==> src/rtl/cpu_txn_source.sv <==
// -----------------------------------------------------------------------------
// cpu_txn_source
//
// Per-CPU transaction generator feeding the multisim client send path. Emits
// NUM_TXN 64-bit transactions {cpu_index, seq} on a valid/ready interface. A
// small first-word-fall-through FIFO decouples generation from downstream
// back-pressure. transactions_done rises once every transaction has been
// accepted and stays high until reset.
//
// Parameters:
//   NUM_TXN     number of transactions to emit (0 .. 2^32-1)
//   FIFO_DEPTH  output FIFO entries, power of two, >= 2
//   GAP_CYCLES  idle cycles inserted after each push (0 .. 255)
//
// Ports:
//   clk                in   rising-edge clock
//   rst                in   asynchronous active-high reset
//   cpu_index    [31:0] in   CPU identifier, sampled at each push
//   data_rdy           in   downstream ready
//   data_vld           out  transaction valid (FIFO not empty)
//   data         [63:0] out  head-of-FIFO payload, zero while empty
//   transactions_done  out  sticky: all NUM_TXN transactions accepted
//   fifo_level         out  FIFO occupancy (debug)
// -----------------------------------------------------------------------------
module cpu_txn_source #(
   parameter logic [31:0] NUM_TXN    = 32'd16,
   parameter int          FIFO_DEPTH = 4,
   parameter int          GAP_CYCLES = 0
) (
   input  logic                          clk,
   input  logic                          rst,
   input  logic [31:0]                   cpu_index,
   input  logic                          data_rdy,
   output logic                          data_vld,
   output logic [63:0]                   data,
   output logic                          transactions_done,
   output logic [$clog2(FIFO_DEPTH):0]   fifo_level
);

   localparam int              PW       = $clog2(FIFO_DEPTH);
   localparam int              LW       = PW + 1;
   localparam logic [LW-1:0]   FULL_LVL = LW'(FIFO_DEPTH);
   localparam logic [7:0]      GAP_LEN  = GAP_CYCLES[7:0];

   typedef enum logic [1:0] {
      GEN   = 2'd0,
      GAP   = 2'd1,
      DRAIN = 2'd2,
      DONE  = 2'd3
   } state_t;

   state_t          state;
   state_t          state_nxt;

   logic [31:0]     seq;
   logic [31:0]     acc;
   logic [7:0]      gap_cnt;
   logic            done;

   logic [63:0]     mem [FIFO_DEPTH];
   logic [PW-1:0]   wr_ptr;
   logic [PW-1:0]   rd_ptr;
   logic [LW-1:0]   level;

   logic            full;
   logic            pop;
   logic            push;
   logic            gap_load;
   logic            last_push;
   logic            done_set;

   // Push is refused whenever the FIFO is full, even if a pop frees a slot on
   // the same edge: there is no bypass path from push to pop.
   assign full      = (level == FULL_LVL);
   assign pop       = (level != '0) && data_rdy;

   // 33-bit compare so seq+1 cannot alias when NUM_TXN is near 2^32-1.
   assign last_push = (({1'b0, seq} + 33'd1) == {1'b0, NUM_TXN});

   // Completion needs every transaction both generated and accepted with the
   // FIFO empty; for NUM_TXN == 0 this holds straight out of reset.
   assign done_set  = (seq == NUM_TXN) && (acc == NUM_TXN) && (level == '0);

   // ---------------------------------------------------------------------------
   // Generator FSM: state register
   // ---------------------------------------------------------------------------
   always_ff @(posedge clk or posedge rst) begin
      if (rst) begin
         state <= GEN;
      end else begin
         state <= state_nxt;
      end
   end

   // ---------------------------------------------------------------------------
   // Generator FSM: next-state logic
   // ---------------------------------------------------------------------------
   always_comb begin
      state_nxt = state;
      case (state)
         GEN: begin
            if (NUM_TXN == 32'd0) begin
               state_nxt = DRAIN;
            end else if (!full) begin
               if (last_push) begin
                  state_nxt = DRAIN;
               end else if (GAP_LEN != 8'd0) begin
                  state_nxt = GAP;
               end
            end
         end
         GAP: begin
            // The counter is loaded with GAP_LEN, so leaving on the cycle it
            // reads 1 gives exactly GAP_LEN idle cycles before the next push.
            if (gap_cnt <= 8'd1) begin
               state_nxt = GEN;
            end
         end
         DRAIN: begin
            if (acc == NUM_TXN) begin
               state_nxt = DONE;
            end
         end
         DONE: begin
            state_nxt = DONE;
         end
         default: begin
            state_nxt = GEN;
         end
      endcase
   end

   // ---------------------------------------------------------------------------
   // Generator FSM: output logic
   // ---------------------------------------------------------------------------
   always_comb begin
      push     = 1'b0;
      gap_load = 1'b0;
      if ((state == GEN) && !full && (NUM_TXN != 32'd0)) begin
         push     = 1'b1;
         gap_load = !last_push && (GAP_LEN != 8'd0);
      end
   end

   // ---------------------------------------------------------------------------
   // Counters and completion flag
   // ---------------------------------------------------------------------------
   always_ff @(posedge clk or posedge rst) begin
      if (rst) begin
         seq     <= '0;
         acc     <= '0;
         gap_cnt <= '0;
         done    <= 1'b0;
      end else begin
         if (push) begin
            seq <= seq + 32'd1;
         end
         if (pop) begin
            acc <= acc + 32'd1;
         end
         if (gap_load) begin
            gap_cnt <= GAP_LEN;
         end else if ((state == GAP) && (gap_cnt != 8'd0)) begin
            gap_cnt <= gap_cnt - 8'd1;
         end
         if (done_set) begin
            done <= 1'b1;
         end
      end
   end

   // ---------------------------------------------------------------------------
   // FIFO control: pointers wrap naturally at the power-of-two depth
   // ---------------------------------------------------------------------------
   always_ff @(posedge clk or posedge rst) begin
      if (rst) begin
         wr_ptr <= '0;
         rd_ptr <= '0;
         level  <= '0;
      end else begin
         if (push) begin
            wr_ptr <= wr_ptr + PW'(1);
         end
         if (pop) begin
            rd_ptr <= rd_ptr + PW'(1);
         end
         case ({push, pop})
            2'b10:   level <= level + LW'(1);
            2'b01:   level <= level - LW'(1);
            default: level <= level;
         endcase
      end
   end

   // ---------------------------------------------------------------------------
   // FIFO storage: payload is not reset; empty slots are masked at the output
   // ---------------------------------------------------------------------------
   always_ff @(posedge clk) begin
      if (push) begin
         mem[wr_ptr] <= {cpu_index, seq};
      end
   end

   assign data_vld          = (level != '0);
   assign data              = data_vld ? mem[rd_ptr] : 64'd0;
   assign transactions_done = done;
   assign fifo_level        = level;

endmodule

==> config.mk <==
export PLATFORM = sky130hd
export DESIGN_NAME = cpu_txn_source
export DESIGN_NICKNAME = d
export VERILOG_FILES = /design/src/rtl/cpu_txn_source.sv
export SDC_FILE = /design/constraint.sdc
export NUM_CORES = 1
export LEC_CHECK = 0
export CORE_MARGIN = 10
export CORE_UTILIZATION = 45
export DETAILED_ROUTE_END_ITERATION = 10
export GPL_TIMING_DRIVEN = 0
export PLACE_DENSITY = 0.69
export SYNTH_ARGS = -nofsm -noshare
export SYNTH_HDL_FRONTEND = slang
export SYNTH_SLANG_ARGS = --single-unit
==> constraint.sdc <==
create_clock -name clk -period 4.1 [get_ports clk]
set_input_delay 0.41 -clock clk [delete_from_list [all_inputs] [get_ports clk]]
set_output_delay 0.41 -clock clk [all_outputs]
set_load 0.05 [all_outputs]
==> summary.md <==
| Metric | Value |
|---|---|
| Synth Flop Type | `edfxtp_1` |
| Drt total wl | `27600 microns` |
| Fin util | `55.2%` |
| DR WL met3 | `1380 microns` |
| Worst path max stage delay | `0.71 ns` |
| Layout cells sized above 1 | `15.2%` |
| Io pins | `104` |
| Chip width | `196 microns` |
| Routed Antenna Nets | `0` |
| Fmax | `261 MHz` |
| Crit path time final | `3.82 ns` |
| Clock power share | `22.6%` |
| Power share of the sequential group | `34.6%` |
| # port buffers | `103` |
| CP Capture Type | `output pin` |
| CORE AREA | `0.0307 sq mm` |
| Total GRT Usage | `14.3%` |
| VDD IR max | `0.478 mV` |
| CP Buf/Inv Count | `3` |
| Unique masters post-synth | `53` |
| H-tree levels | `2` |
| Power per cell area | `868 mW/mm^2` |
| Pleak | `6.11 nW` |
| CTS tree | `yes` |
| Final period util | `93.3%` |
| Register area share after synthesis | `69.5%` |
| Crit-path slowest cell | `clkdlybuf4s50_1` |
| Total CTS buffers | `37` |
| Max-cap violations | `0` |
| First-pass GRT wire length | `44500 microns` |
| Launch point of the worst path | `rd_ptr[0]` |
| Diode count | `0` |
| Via count | `7598` |
| Final Power | `14.7 mW` |
| Highest metal used | `met4` |
| Crit Path Max Fanout | `10` |
| Die ar. | `0.0386 sq mm` |
| Final count of hold timing violations | `0` |
| Pint | `9.14 mW` |
| Critical Path Start Type | `flip-flop` |
| Max Buffers Root-to-Sink | `3` |
| DR iter-0 viols | `482` |
| Reg2Reg Setup Slack | `0.91 ns` |
| Post-DR wirelength/cell | `19.4 microns` |
| Die Y | `196 microns` |
| Path category of the worst min-delay check | `in -> async` |
| Met2 routed WL | `13400 microns` |
| Mapped cell area | `0.0140 sq mm` |
| Vias in the first global route | `7791` |
| WP data arrival | `3.41 ns` |
| Total congestion overflow | `0` |
| Final Wtd Congestion | `0.826` |
| Synth async-reset ratio | `24.3%` |
| # resized after CTS | `0` |
| Max Slew Vio Count | `0` |
| Fill cells | `2391` |
| Sw Ratio | `37.9%` |
| Cell family with most CP delay | `buffers and inverters` |
| Syn nets | `895` |
| Initial Util | `45.7%` |
| Synthesis warning total | `0` |
| Drc violations | `0` |
| Largest net degree at the start of global routing | `57` |
| Met1 WL | `12300 microns` |
| Post-CTS Setup Inserts | `0` |
| Worst-path clk slew | `0.06 ns` |
| WHS | `0.281 ns` |
| Drt first pass iters | `4` |
| CP Class | `reg -> out` |
| Commonest non-fill, non-tap cell in the layout | `edfxtp_1` |
| Post-DP HPWL | `17800 microns` |
| Avg Cell Area, Syn | `16.5 sq um` |
| Required @ worst endpoint | `3.69 ns` |
| Layout area overhead | `20.9%` |
| Number of flops mapped to enable cells by yosys | `256` |
| Comb pwr share | `42.8%` |
| Worst Clk Skew | `0.0131 ns` |
| Commonest cells after routing, fill and taps aside | `256 x edfxtp_1, 103 x clkdlybuf4s50_1, 82 x dfrtp_1` |
| Final setup fails | `0` |
| Worst-Margin Slew | `1.01 ns` |
| Hold_buf cts | `0` |
| Worst r2r src | `seq[1]` |
| Clock Sinks | `338` |
| Clock root buffer | `clkbuf_16` |
| Final layout net count | `1042` |
| Status | `finished, final reports clean` |
| Unrepaired setup endpoints after global routing | `true` |
| Relative slew slack | `32.6%` |
| Crit-path cells | `buf_2, buf_1, mux4_2, and2_1, clkdlybuf4s50_1` |
| Rows | `64` |
| Post-synthesis register bit count | `338` |
| Clock latency on the worst-skew pair | `0.52 ns` |
| Vias per cell | `5.35` |
| Synth Instances | `848` |
| Net Sw Power | `5.57 mW` |
| Initial antenna violation count | `0` |
[power groups by stage]
stage	clock [mW]	sequential, mW	combinational (mW)
6_report	3.32	5.09	6.30
5_1_grt	3.53	5.17	6.70
4_1_cts	3.38	5.10	6.43
3_5_place_dp	0	5.15	6.40
3_3_place_gp	0	5.22	6.23
2_1_floorplan	0	5.14	4.26
[layer usage]
| layer | vias up | GRT usage [%] |
|---|---|---|
| li1 | 3508 | - |
| met1 | 3881 | 19.2 |
| met2 | 168 | 23.5 |
| met5 | - | 0 |
| met3 | 41 | 3.04 |
| met4 | 0 | 3.54 |
[worst reg2reg max path, delay by kind of cell (launching register included)]
family / cells / cell delay, ns
fa+ha+maj: 1 / 0.31
simple gates: 5 / 1.70
flops: 1 / 0.53
xor+xnor: 1 / 0.17
compound gates: 1 / 0.24
buf+inv: 1 / 0.16
[flip-flops by register name (all words and copies together), names as in the netlist]
signal and flops:
fifo_level 3, mem 256, wr_ptr 2, acc 32, rd_ptr 2, state 2, seq 32, transactions_done 1
gap_cnt 8
[cell type report]
class	count	area [sq um]	area share [%]
multi-input combinational	454	4050	23.9
inverter	23	88.8	0.524
clock inverter	16	208	1.23
timing repair buffer	108	1170	6.90
sequential	338	9740	57.5
clock buffer	52	1040	6.15
buffer	33	149	0.879
tap	396	495	2.93
[kinds of logic after synthesis]
| family | synth area share [%] |
|---|---|
| XOR/XNOR | 5.37 |
| adder cells (fa/ha/maj) | 1.13 |
| AND/OR/NAND/NOR | 10.6 |
| buffers and inverters | 1.68 |
| flip-flops | 69.5 |
| AO/OA/AOI/OAI | 1.24 |
| multiplexers | 10.4 |
[synth_stat cells, types with 3 or more instances]
cell type,count,area [sq um]
inv_1,22,82.6
a21oi_1,5,25.0
nor4_1,11,68.8
and2_1,70,438
nor4b_1,3,26.3
nor3_1,16,80.1
edfxtp_1,256,7690
mux4_2,64,1440
o21ai_0,5,25.0
o22ai_1,3,18.8
or3_1,5,31.3
nor2_1,40,150
ha_1,11,138
nand3_2,3,30.0
nand4_1,23,144
and3_1,8,50.1
nand2b_1,3,18.8
buf_1,8,30.0
nand2_1,41,154
xnor2_1,57,499
dfrtp_1,82,2050
xor2_1,27,236
nand3_1,22,110
buf_2,3,15.0
and4_1,7,61.3
clkbuf_1,17,63.8
or2_2,3,18.8
[final timing paths]
kind / end / cells after the start
min: acc[23] / 2
min in group clk: transactions_done / 1
max: data[45] / 5
max reg2reg: state[1] / 9
max in group asynchronous: acc[8] / 3
min reg2reg: transactions_done / 1
[stage by stage]
| stage | setup TNS (ns) | cells | area [sq um] | setup slack, ns |
|---|---|---|---|---|
| after floorplan | 0 | 848 | 14000 | 0.489 |
| after global placement | -166.64 | 1347 | 15500 | -0.676 |
| after detailed placement | 0 | 1352 | 15700 | 0.731 |
| after CTS | 0 | 1420 | 16900 | 0.148 |
| after global routing | -0.0450 | 1420 | 16900 | -0.0167 |
| final | 0 | 1420 | 16900 | 0.275 |
Note: power is estimated with default switching activity, not from simulation.
